**src/rtl/conv_pkg.sv**
```systemverilog
// rtl/conv_pkg.sv - shared phase codes, FSM states and defaults for the conv block sequencer
package conv_pkg;

    localparam int N_DEFAULT = 2;

    // {eop,sop} phase codes seen by the memory control unit and conv units
    localparam logic [1:0] PH_LOAD = 2'b00;
    localparam logic [1:0] PH_PROC = 2'b01;
    localparam logic [1:0] PH_OUT  = 2'b10;
    localparam logic [1:0] PH_IDLE = 2'b11;

    typedef enum logic [2:0] {
        ST_IDLE,
        ST_LOAD,
        ST_PROC,
        ST_OUT,
        ST_DONE
    } seq_state_t;

endpackage

```
**src/rtl/wrap_counter.sv**
```systemverilog
// rtl/wrap_counter.sv - enable-gated counter with programmable terminal value and wrap flag
module wrap_counter #(
    parameter int W = 8
) (
    input  logic         clk,
    input  logic         rst,
    input  logic         clr,
    input  logic         en,
    input  logic [W-1:0] last,
    output logic [W-1:0] q,
    output logic         wrap
);

    assign wrap = en && (q == last);

    always_ff @(posedge clk) begin
        if (rst || clr) begin
            q <= '0;
        end else if (en) begin
            q <= wrap ? '0 : q + W'(1);
        end
    end

endmodule

```
**src/rtl/conv_block_sequencer.sv**
```systemverilog
// rtl/conv_block_sequencer.sv - LOAD/PROC/OUT phase sequencer driving bank rotation and row address
module conv_block_sequencer
    import conv_pkg::*;
#(
    parameter int N      = N_DEFAULT,
    parameter int ADDR_W = 10,
    parameter int COLS_W = 10
) (
    input  logic              clk,
    input  logic              rst,
    input  logic              i_start,
    input  logic [ADDR_W-1:0] i_img_h,
    input  logic [COLS_W-1:0] i_img_w,
    input  logic              i_px_valid,
    output logic              o_px_ready,
    output logic              o_sop,
    output logic              o_eop,
    output logic              o_chblk,
    output logic [ADDR_W-1:0] o_addr,
    output logic              o_proc_start,
    input  logic              i_proc_done,
    output logic              o_out_valid,
    input  logic              i_out_ready,
    output logic              o_busy,
    output logic              o_frame_done,
    output logic              o_cfg_err
);

    localparam int                UNIT_W    = (N > 1) ? $clog2(N) : 1;
    localparam logic [COLS_W-1:0] N_C       = COLS_W'(N);
    localparam logic [UNIT_W-1:0] UNIT_LAST = UNIT_W'(N - 1);

    seq_state_t        state;
    logic [1:0]        phase;
    logic [ADDR_W-1:0] h_m1, h_m3, addr_last;
    logic [COLS_W-1:0] w_m2, cols_last, out_cols;
    logic [COLS_W-1:0] unused_col_cnt;
    logic [UNIT_W-1:0] unused_unit_cnt;
    logic              accept, start_bad;
    logic              load_beat, out_beat;
    logic              addr_wrap, col_wrap, unit_wrap;

    assign o_sop = phase[0];
    assign o_eop = phase[1];

    assign accept    = (state == ST_IDLE) && i_start;
    assign start_bad = (i_img_h < ADDR_W'(3)) || (i_img_w < COLS_W'(N + 2)) ||
                       (((i_img_w - COLS_W'(2)) % N_C) != '0);

    assign load_beat = (state == ST_LOAD) && o_px_ready && i_px_valid;
    assign out_beat  = (state == ST_OUT) && o_out_valid && i_out_ready;
    // Loads sweep the full column; results skip the two border rows of each unit
    assign addr_last = (state == ST_OUT) ? h_m3 : h_m1;

    wrap_counter #(.W(ADDR_W)) u_row (
        .clk(clk), .rst(rst), .clr(accept), .en(load_beat || out_beat),
        .last(addr_last), .q(o_addr), .wrap(addr_wrap)
    );

    wrap_counter #(.W(COLS_W)) u_col (
        .clk(clk), .rst(rst), .clr(accept), .en(load_beat && addr_wrap),
        .last(cols_last), .q(unused_col_cnt), .wrap(col_wrap)
    );

    wrap_counter #(.W(UNIT_W)) u_unit (
        .clk(clk), .rst(rst), .clr(accept), .en(out_beat && addr_wrap),
        .last(UNIT_LAST), .q(unused_unit_cnt), .wrap(unit_wrap)
    );

    always_ff @(posedge clk) begin
        if (rst) begin
            state        <= ST_IDLE;
            phase        <= PH_IDLE;
            o_px_ready   <= 1'b0;
            o_chblk      <= 1'b0;
            o_proc_start <= 1'b0;
            o_out_valid  <= 1'b0;
            o_busy       <= 1'b0;
            o_frame_done <= 1'b0;
            o_cfg_err    <= 1'b0;
            h_m1         <= '0;
            h_m3         <= '0;
            w_m2         <= '0;
            cols_last    <= '0;
            out_cols     <= '0;
        end else begin
            o_chblk      <= 1'b0;
            o_proc_start <= 1'b0;
            o_frame_done <= 1'b0;
            case (state)
                ST_IDLE: begin
                    if (i_start) begin
                        h_m1 <= i_img_h - ADDR_W'(1);
                        h_m3 <= i_img_h - ADDR_W'(3);
                        w_m2 <= i_img_w - COLS_W'(2);
                        if (start_bad) begin
                            o_cfg_err <= 1'b1;
                        end else begin
                            o_cfg_err  <= 1'b0;
                            cols_last  <= COLS_W'(N + 1);
                            out_cols   <= '0;
                            state      <= ST_LOAD;
                            phase      <= PH_LOAD;
                            o_px_ready <= 1'b1;
                            o_busy     <= 1'b1;
                        end
                    end
                end
                ST_LOAD: begin
                    if (addr_wrap) o_chblk <= 1'b1;
                    if (col_wrap) begin
                        state        <= ST_PROC;
                        phase        <= PH_PROC;
                        o_px_ready   <= 1'b0;
                        o_proc_start <= 1'b1;
                    end
                end
                ST_PROC: begin
                    // A done arriving alongside the start pulse belongs to no job
                    if (!o_proc_start && i_proc_done) begin
                        state       <= ST_OUT;
                        phase       <= PH_OUT;
                        o_out_valid <= 1'b1;
                    end
                end
                ST_OUT: begin
                    if (addr_wrap) begin
                        o_chblk <= 1'b1;
                        if (unit_wrap) begin
                            o_out_valid <= 1'b0;
                            out_cols    <= out_cols + N_C;
                            if (out_cols + N_C == w_m2) begin
                                state        <= ST_DONE;
                                phase        <= PH_IDLE;
                                o_frame_done <= 1'b1;
                            end else begin
                                // Two overlap columns stay resident, so only N new ones load
                                cols_last  <= COLS_W'(N - 1);
                                state      <= ST_LOAD;
                                phase      <= PH_LOAD;
                                o_px_ready <= 1'b1;
                            end
                        end
                    end
                end
                ST_DONE: begin
                    state  <= ST_IDLE;
                    o_busy <= 1'b0;
                end
                default: state <= ST_IDLE;
            endcase
        end
    end

endmodule

```
**config.mk**
```make
export PLATFORM = sky130hd
export DESIGN_NAME = conv_block_sequencer
export DESIGN_NICKNAME = d
export VERILOG_FILES = /design/src/rtl/conv_pkg.sv /design/src/rtl/wrap_counter.sv /design/src/rtl/conv_block_sequencer.sv
export SDC_FILE = /design/constraint.sdc
export NUM_CORES = 1
export LEC_CHECK = 0
export ABC_AREA = 1
export CORE_ASPECT_RATIO = 1.25
export CORE_MARGIN = 2
export CORE_UTILIZATION = 35
export CTS_CLUSTER_SIZE = 14
export DETAILED_ROUTE_END_ITERATION = 16
export PLACE_DENSITY = 0.64
export SLEW_MARGIN = 10
export SYNTH_ARGS = -nofsm -noshare
export SYNTH_HDL_FRONTEND = slang
export SYNTH_HIERARCHICAL = 1
export SYNTH_SLANG_ARGS = --single-unit
```
**constraint.sdc**
```tcl
create_clock -name clk -period 8.5 [get_ports clk]
set_input_delay 0.85 -clock clk [delete_from_list [all_inputs] [get_ports clk]]
set_output_delay 0.85 -clock clk [all_outputs]
set_load 0.005 [all_outputs]
```
Yosys cells after proc, flatten, opt, wreduce, memory -nomap -nowiden
Cells that the tools add are included.
{ "word_totals": {"regBits": 83, "output_inout_bits": 19} }
{ "classes": {"addsub": 7, "bitwise_logic": 5, "n_eq_ne": 14, "mux": 47, "n_reduce_logical": 34, "magnitude_cmp": 2} }
{ "op_table": {"columns": ["operator", "count"], "rows": [
  ["$mux 10", 12],
  ["$pmux 10 s2", 2],
  ["$eq 10x10->1", 3],
  ["$mux 3", 7],
  ["$add 10x1->10 const B", 2],
  ["$sub 10x2->10 const B", 2],
  ["$mux 1", 14],
  ["$mux 2", 7],
  ["$reduce_and 7->1", 2],
  ["$pmux 3 s4", 1],
  ["$reduce_and 6->1", 2],
  ["$logic_and 1x1->1", 11],
  ["$add 10x2->10 const B", 1],
  ["$lt 10x2->1 const B", 1],
  ["$lt 10x3->1 const B", 1],
  ["$ne 2x2->1 const B", 5],
  ["$sub 10x1->10 const B", 1],
  ["$pmux 2 s4", 1],
  ["$eq 3x2->1 const B", 2],
  ["$reduce_bool 2->1", 3],
  ["$reduce_or 2->1", 3],
  ["$not 1->1", 5],
  ["$reduce_and 5->1", 1],
  ["$logic_or 1x1->1", 4],
  ["other kinds (14)", 16]
]} }

Logic depth before layout (Yosys ltp)
{ "logic_depth": {"depth_word": 10, "mapped_depth": 32} }

By module
Netlist, hierarchy kept.
{ "by_module_without_submodules": {"columns": ["module", "seq_area_each_um2", "cells_each", "instances", "area_per_inst_um2"], "rows": [
  ["conv_block_sequencer", 1041.0, 467, 1, 3066.7],
  ["wrap_counter (u_col ...)", 200.2, 116, 2, 671.9],
  ["wrap_counter (u_unit)", 20.0, 12, 1, 70.1]
]} }

Worst setup path before layout
Ideal clock, no wire load.
{ "synth_path": {"kind": "register to register", "startpoint": "register state[1]", "endpoint": "register phase[0]", "path_buffers": 2, "t_arrival_ps": 3383, "synth_period_minus_slack_ps": 3500, "stages_incl_launch_ff": 33, "t_required_ps": 8383, "slack_ps": 5000, "cell_sequence": "dfxtp_1 > inv_1 > nor2_1 > inv_2 > nor2_4 > buf_2 > clkbuf_1 > nand2_1 > nand2_1 > inv_1 > nand2_1 > nand2_1 > inv_1 > nand2_1 > nor2_1 > nand3_2 > inv_1 > inv_1 > nor2_1 > inv_2 > a21oi_1 > nand2_1 > nor2_1 > nand3_2 > inv_1 > or2_1 > o21ai_0 > inv_1 > nand3_1 > nor2_1 > inv_1 > a21oi_1 > nand2_1"} }
{ "synth_lines": {"columns": ["element", "line_no", "text"], "rows": [
  ["start: declaration", "conv_block_sequencer.sv:33", "seq_state_t state;"],
  ["start signal: assignment", "conv_block_sequencer.sv:72", "state <= ST_IDLE;"],
  ["start signal: assignment", "conv_block_sequencer.sv:102", "state <= ST_LOAD;"],
  ["start signal: assignment", "conv_block_sequencer.sv:112", "state <= ST_PROC;"],
  ["$eq 3x2->1", "conv_block_sequencer.sv:53", "assign addr_last = (state == ST_OUT) ? h_m3 : h_m1;"],
  ["$mux 10", "conv_block_sequencer.sv:53", null],
  ["via addr_last[3]", "conv_block_sequencer.sv:35", "logic [ADDR_W-1:0] h_m1, h_m3, addr_last;"],
  ["$eq 10x10->1", "wrap_counter.sv:14", "assign wrap = en && (q == last);"],
  ["$logic_and 1x1->1", "wrap_counter.sv:14", null],
  ["via addr_wrap", "conv_block_sequencer.sv:41", "logic addr_wrap, col_wrap, unit_wrap;"],
  ["$logic_and 1x1->1", "conv_block_sequencer.sv:61", ".clk(clk), .rst(rst), .clr(accept), .en(load_beat && addr_wrap),"],
  ["$logic_and 1x1->1", "wrap_counter.sv:14", null],
  ["via col_wrap", "conv_block_sequencer.sv:41", null],
  ["$ne 2x1->1 (no line)", null, null],
  ["$reduce_and 7->1 (no line)", null, null],
  ["end signal: assignment", "conv_block_sequencer.sv:73", "phase <= PH_IDLE;"],
  ["end signal: assignment", "conv_block_sequencer.sv:103", "phase <= PH_LOAD;"],
  ["end signal: assignment", "conv_block_sequencer.sv:113", "phase <= PH_PROC;"],
  ["end: declaration", "conv_block_sequencer.sv:34", "logic [1:0] phase;"]
]} }
The timed path passes the listed nets, and every way through them passes these cells.
A chain may end at the register's enable or synchronous reset.

Worst setup path after layout
Ends and elaborated chain as after synthesis.

==> key figures <==
Run
  • Max_cap viols: 0

STA
  • Slew headroom: a little under two fifths
  • Clk_skew: 0.00634 ns
  • Setup TNS Final: 0 ns
  • Max frequency: 244 MHz
  • Worst setup margin: 4.40 ns
  • Crit path time final: around 4 ns
  • Tcrit/Tclk final: 48.2%
  • Slew of the pin with the lowest slew margin: between 0.9 and 1 ns
  • RSZ-0062 raised after global routing: no
  • Final-report hold violation count: 0
  • Setup violators final: 0
  • Slew Viols, Final: 0

Clock network
  • Root buf cell: clkbuf_16
  • CTS buffer count: 9
  • # H-tree levels: 3
  • Post-CTS Setup Inserts: 0
  • CTS resizes: 0
  • Longest Clk Path Bufs: 2
  • Clock Pin Slew Worst Setup and Hold Paths: 0.06 ns
  • CTS sink cnt: 73
  • CTS tree: done
  • Clk_lat worst skew: 0.34 ns
  • Hold_buf cts: 0

Drt
  • Vias per std cell: 4.49
  • Initial DRC count: 205
  • Routed WL: 10.5 mm
  • Post-DRT Antenna Nets: 0
  • DRC: 0
  • Total vias in the final route: 4228
  • WL/cell: around 11 um
  • Pre-antenna DRT Iters: 4

Global route
  • Initial antenna violation count: 0
  • Largest net degree at the start of global routing: 33
  • Vias in the first global route: 3981
  • Total track usage: 16.2%
  • Grt ovf: 0
  • Global-route wire length before repair: ~18 mm

Synth
  • Syn Area/Cell: roughly 6.3 um^2
  • Syn Std Cell Area: around 4500 um^2
  • Mux cell area share after synthesis: 0%
  • Adder-Cell Fraction of Synth Area: 1.68%
  • Synth Instances: 711
  • Largest family of logic cells by synthesized area: simple AND/OR/NAND/NOR gates
  • Commonest cells in the netlist: 176 x nand2_1, 125 x inv_1, 79 x nor2_1
  • Synthesis-stage register bit count: 73
  • Yosys top cell by area: dfxtp_1
  • Synth unique cells: 40
  • Ys Warns: 6
  • Simple-gate area share of the yosys netlist: 35.2%
  • Async S/R FF share, synth: 0%
  • Synth Area in XOR/XNOR: under 10%
  • Top-count cell post-synth: nand2_1
  • Largest cells by area after synthesis: dfxtp_1 33%, nand2_1 15%, inv_1 10%
  • Post-synth top flop: dfxtp_1
  • Register area share after synthesis: 32.6%
  • Post-synth EDFFs: 0
  • Compound-Gate Fraction of Synth Area: 13.7%
  • Synth top area share: about 33%

Final layout
  • Diode count: 0
  • Area of the multi-input gates: 2510 um^2
  • Ratio of cells with drive above 1 in the final layout: 8.40%
  • Final nets: 802
  • Area growth from synthesis to layout: 21.2%
  • Final Instance Area: 5430 um^2
  • Post-layout util: 43.1%
  • Fillers: 1329
  • Register area: 1460 um^2

Setup path
  • Startpoint Class: register
  • Worst Path Max Fanout: 22
  • Crit-path max cell delay: between 0.3 and 0.4 ns
  • Crit-path slowest cell: nor2_4
  • Crit. Startpoint: state[1]
  • Crit path arrival time: roughly 4.3 ns
  • Reg2Reg Launch Point: state[1]
  • Worst setup path class: reg2reg
  • Most used cell, CP: inv_1
  • Crit end category: register
  • Critical Path RT: 8.73 ns

Placement
  • Place WS: 4.25 ns
  • Area post-placement: 5150 um^2
  • PortBufs: 44
  • DP HPWL: 7.96 mm
  • GPL Wtd Cong: 0.866

Min path
  • Hold Path Origin: h_m1[1]
  • Hold Path Class: reg2reg

Floorplan
  • Die X-Extent: 105 um
  • I/O pin count: 45
  • Row count: 46
  • Initial core utilization: about 36%
  • Die Area: about 14000 um^2
  • Die Y-Extent: approximately 130 um
  • Core area: 12600 um^2

Power and ir drop
  • P_leak: 0.00239 uW
  • VDD IR-drop max: 0.0000818 V
  • Cell area power density: 235 nW/um^2

Run status
  • Status: finished, final reports clean
## layout by cell type, fill, tap and decap left out, drive strengths merged, types with 8 or more instances in the layout
cell,instances
a21oi,46
a31oi,8
clkbuf,13
clkdlybuf4s50,44
conb,18
dfxtp,73
inv,134
nand2,193
nand3,43
nor2,89
nor3,8
o21ai,51
xor2,14
## registers in the layout, summed over array words and instances (netlist names)
signal / cells
u_unit/q: 1
w_m2: 10
o_proc_start: 1
o_out_valid: 1
h_m3: 9
u_col/q: 10
phase: 2
h_m1: 10
o_frame_done: 1
o_chblk: 1
o_px_ready: 1
out_cols: 9
o_cfg_err: 1
state: 3
u_row/q: 10
o_busy: 1
cols_last: 2
## metal layers
metal  vias to the layer above  global-route usage [%]  wire length, um
li1                       2317                       -                -
met1                      1832                    19.3             4910
met2                        61                    29.0             5010
met3                        18                    2.53              286
met4                         0                    6.90              299
met5                         -                       0                0
## layout make-up
type	instances	share of cell area, %
repair buffers	47	8.52
flip-flops and latches	73	26.9
inverters	135	9.33
clock buffers	13	4.98
well taps	168	3.87
clock inverters	2	0.230
multi-input cells	504	46.2
## logic make-up (layout without fill, tap and decap cells)
group                      count (synthesis)  in the layout
AOI/OAI and AO/OA                        114            114
buffers and inverters                    150            197
xor gates and xnor gates                  18             18
adders and majority gates                  6              6
other                                      2             18
and+or+nand+nor                          348            348
DFF                                       73             73
## per-stage QoR
stage / hold slack (ns) / instances / power [uW]
2_1_floorplan: 0.422 / 727 / 804
3_3_place_gp: 0.433 / 927 / 923
3_5_place_dp: 0.436 / 927 / 927
4_1_cts: 0.444 / 942 / 1290
5_1_grt: 0.467 / 942 / 1380
6_report: 0.443 / 942 / 1280
## critical path, delay by kind of cell, from the launching register on
kind	cells	cell delay, ns
AND/OR/NAND/NOR	15	2.17
flip-flops	1	0.38
AO/OA/AOI/OAI	4	0.46
buffers and inverters	9	0.97
## report_power, final
| part | switching [uW] | internal (uW) | total, uW | leakage (uW) |
|---|---|---|---|---|
| sequential | 52.7 | 412 | 465 | 0.000598 |
| combinational | 287 | 166 | 453 | 0.00165 |
| clock | 138 | 219 | 357 | 0.000138 |
## path summary, 6_finish.rpt
| path | end | slack, ns | cells after the start |
|---|---|---|---|
| worst max-delay path | phase[0] | 4.40 | 28 |
| worst min-delay path | h_m1[1] | 0.44 | 2 |
| worst max register to register | phase[0] | 4.40 | 28 |
| worst min register to register | h_m1[1] | 0.44 | 2 |
No activity file was read; power rests on OpenSTA's default activity.
==> RTL edit: new RTL, same settings <==
The parameter `COLS_W` goes from 10 to 20.
--- a/src/rtl/conv_block_sequencer.sv
+++ b/src/rtl/conv_block_sequencer.sv
@@ -6,3 +6,3 @@
     parameter int ADDR_W = 10,
-    parameter int COLS_W = 10
+    parameter int COLS_W = 20
 ) (
Interface: changed (resized i_img_w); port bits go from 45 to 55. The function was not compared with the original's and may differ.
==> RTL edit against the unedited design <==
- power up 34%
- hold slack better by 0.0044 ns
- die area up 48%
- highest routed layer unchanged
- routed wire length up 64%
- area after synthesis up 50%
- cell area up 45%
- worst setup slack worse by 0.17 ns
- largest cell class unchanged
- sequential power up 43%
- sequential cell count up 30
==> RTL edit: results (changes against the unedited design) <==
run_status:
  outcome: "completed"  # unchanged
synth:
  syn_inst: 1074  # was 711
  synth_compound_area_share_pct: 13.15  # was 13.74%
  ys_types: 50  # was 40
  synthAdderAreaFrac_pct: 1.118  # was 1.676%
  yosysSeqAreaShare_pct: 30.71  # was 32.62%
routing:
  vias: 6601  # was 4,228
  wl_per_cell_um: 12.39  # was 11.16 um
  met2WireLength_mm: 8.804  # was 5.014 mm
  routed_wl_mm: 17.24  # was 10.51 mm
global_route:
  use_met2_pct: 32.45  # was 29.03%
  grt_util_met1_pct: 20.80  # was 19.28%
  grt_util_all_layers_pct: 17.73  # was 16.20%
  grtUsageMet3_pct: 2.628  # was 2.530%
  first_global_vias: 6258  # was 3,981
  grt_pass1_wl_mm: 29.38  # was 18.01 mm
cells_and_area:
  nNetsFinal: 1197  # was 802
  drive_gt1_share_pct: 6.989  # was 8.398%
  num-fill-cells: 1996  # was 1,329
critical_path:
  critPathMaxFanout: 38  # was 22
  r2r_slack_ns: 4.23  # was 4.40 ns
  cp_slowest_cell: "dfxtp_1"  # was nor2_4
  arrival_ns: 4.52  # was 4.33 ns
place:
  post-dp-hpwl_mm: 12.93  # was 7.959 mm
  placed_area_um2: 7602  # was 5149 um^2
  io_buffers: 54  # was 44
  gp_congestion: 0.8961  # was 0.8656
  detailedPlace.worstSlack_ns: 4.104  # was 4.252 ns
  dp_cells: 1376  # was 927
sta:
  max_slew.worst_pin.slew_ns: 1.023  # was 0.9433 ns
  max_freq_mhz: 234.5  # was 244.0 MHz
  fin_skew_ns: 0.01240  # was 0.006341 ns
power_and_ir_drop:
  vdd_ir_drop_max_v: 0.0001054  # was 0.00008181 V
clocking:
  insertion_delay_ns: 0.36  # was 0.34 ns
-- RTL edit: cell count changes after synthesis, sizes merged, moves of 12 or more --
cell    delta
nand2    +110
nor2      +58
inv       +46
nand3     +35
dfxtp     +30
xor2      +15
a211oi    +12
-- RTL edit: power by group through the flow --
stage / clock network [W] / logic (W) / registers (W)
2_1_floorplan: 0 / 0.000484 / 0.000648
3_3_place_gp: 0 / 0.000634 / 0.000673
3_5_place_dp: 0 / 0.000645 / 0.000673
4_1_cts: 0.000409 / 0.000649 / 0.000663
5_1_grt: 0.000427 / 0.000734 / 0.000677
6_report: 0.000396 / 0.000648 / 0.000664
-- RTL edit: how the worst min path moves through the flow --
stage / from / to / slack [ns] / depth (start not counted)
2_1_floorplan: h_m1[1]$_SDFFE_PP0P_ / h_m1[1]$_SDFFE_PP0P_ / 0.42 / 2
3_3_place_gp: h_m1[1]$_SDFFE_PP0P_ / h_m1[1]$_SDFFE_PP0P_ / 0.43 / 2
3_5_place_dp: h_m1[1]$_SDFFE_PP0P_ / h_m1[1]$_SDFFE_PP0P_ / 0.44 / 2
4_1_cts: h_m1[1]$_SDFFE_PP0P_ / h_m1[1]$_SDFFE_PP0P_ / 0.45 / 2
5_1_grt: w_m2[0]$_SDFFE_PP0P_ / w_m2[0]$_SDFFE_PP0P_ / 0.48 / 2
6_report: h_m1[1]$_SDFFE_PP0P_ / h_m1[1]$_SDFFE_PP0P_ / 0.45 / 2
-- RTL edit: cell type report --
type | count | area share, %
clock inverters | 3 | 0.3337
multi-input cells | 802 | 50.86
inverters | 181 | 8.627
clock buffers | 12 | 3.130
well taps | 232 | 3.686
repair buffers | 58 | 7.181
flip-flops and latches | 103 | 26.18
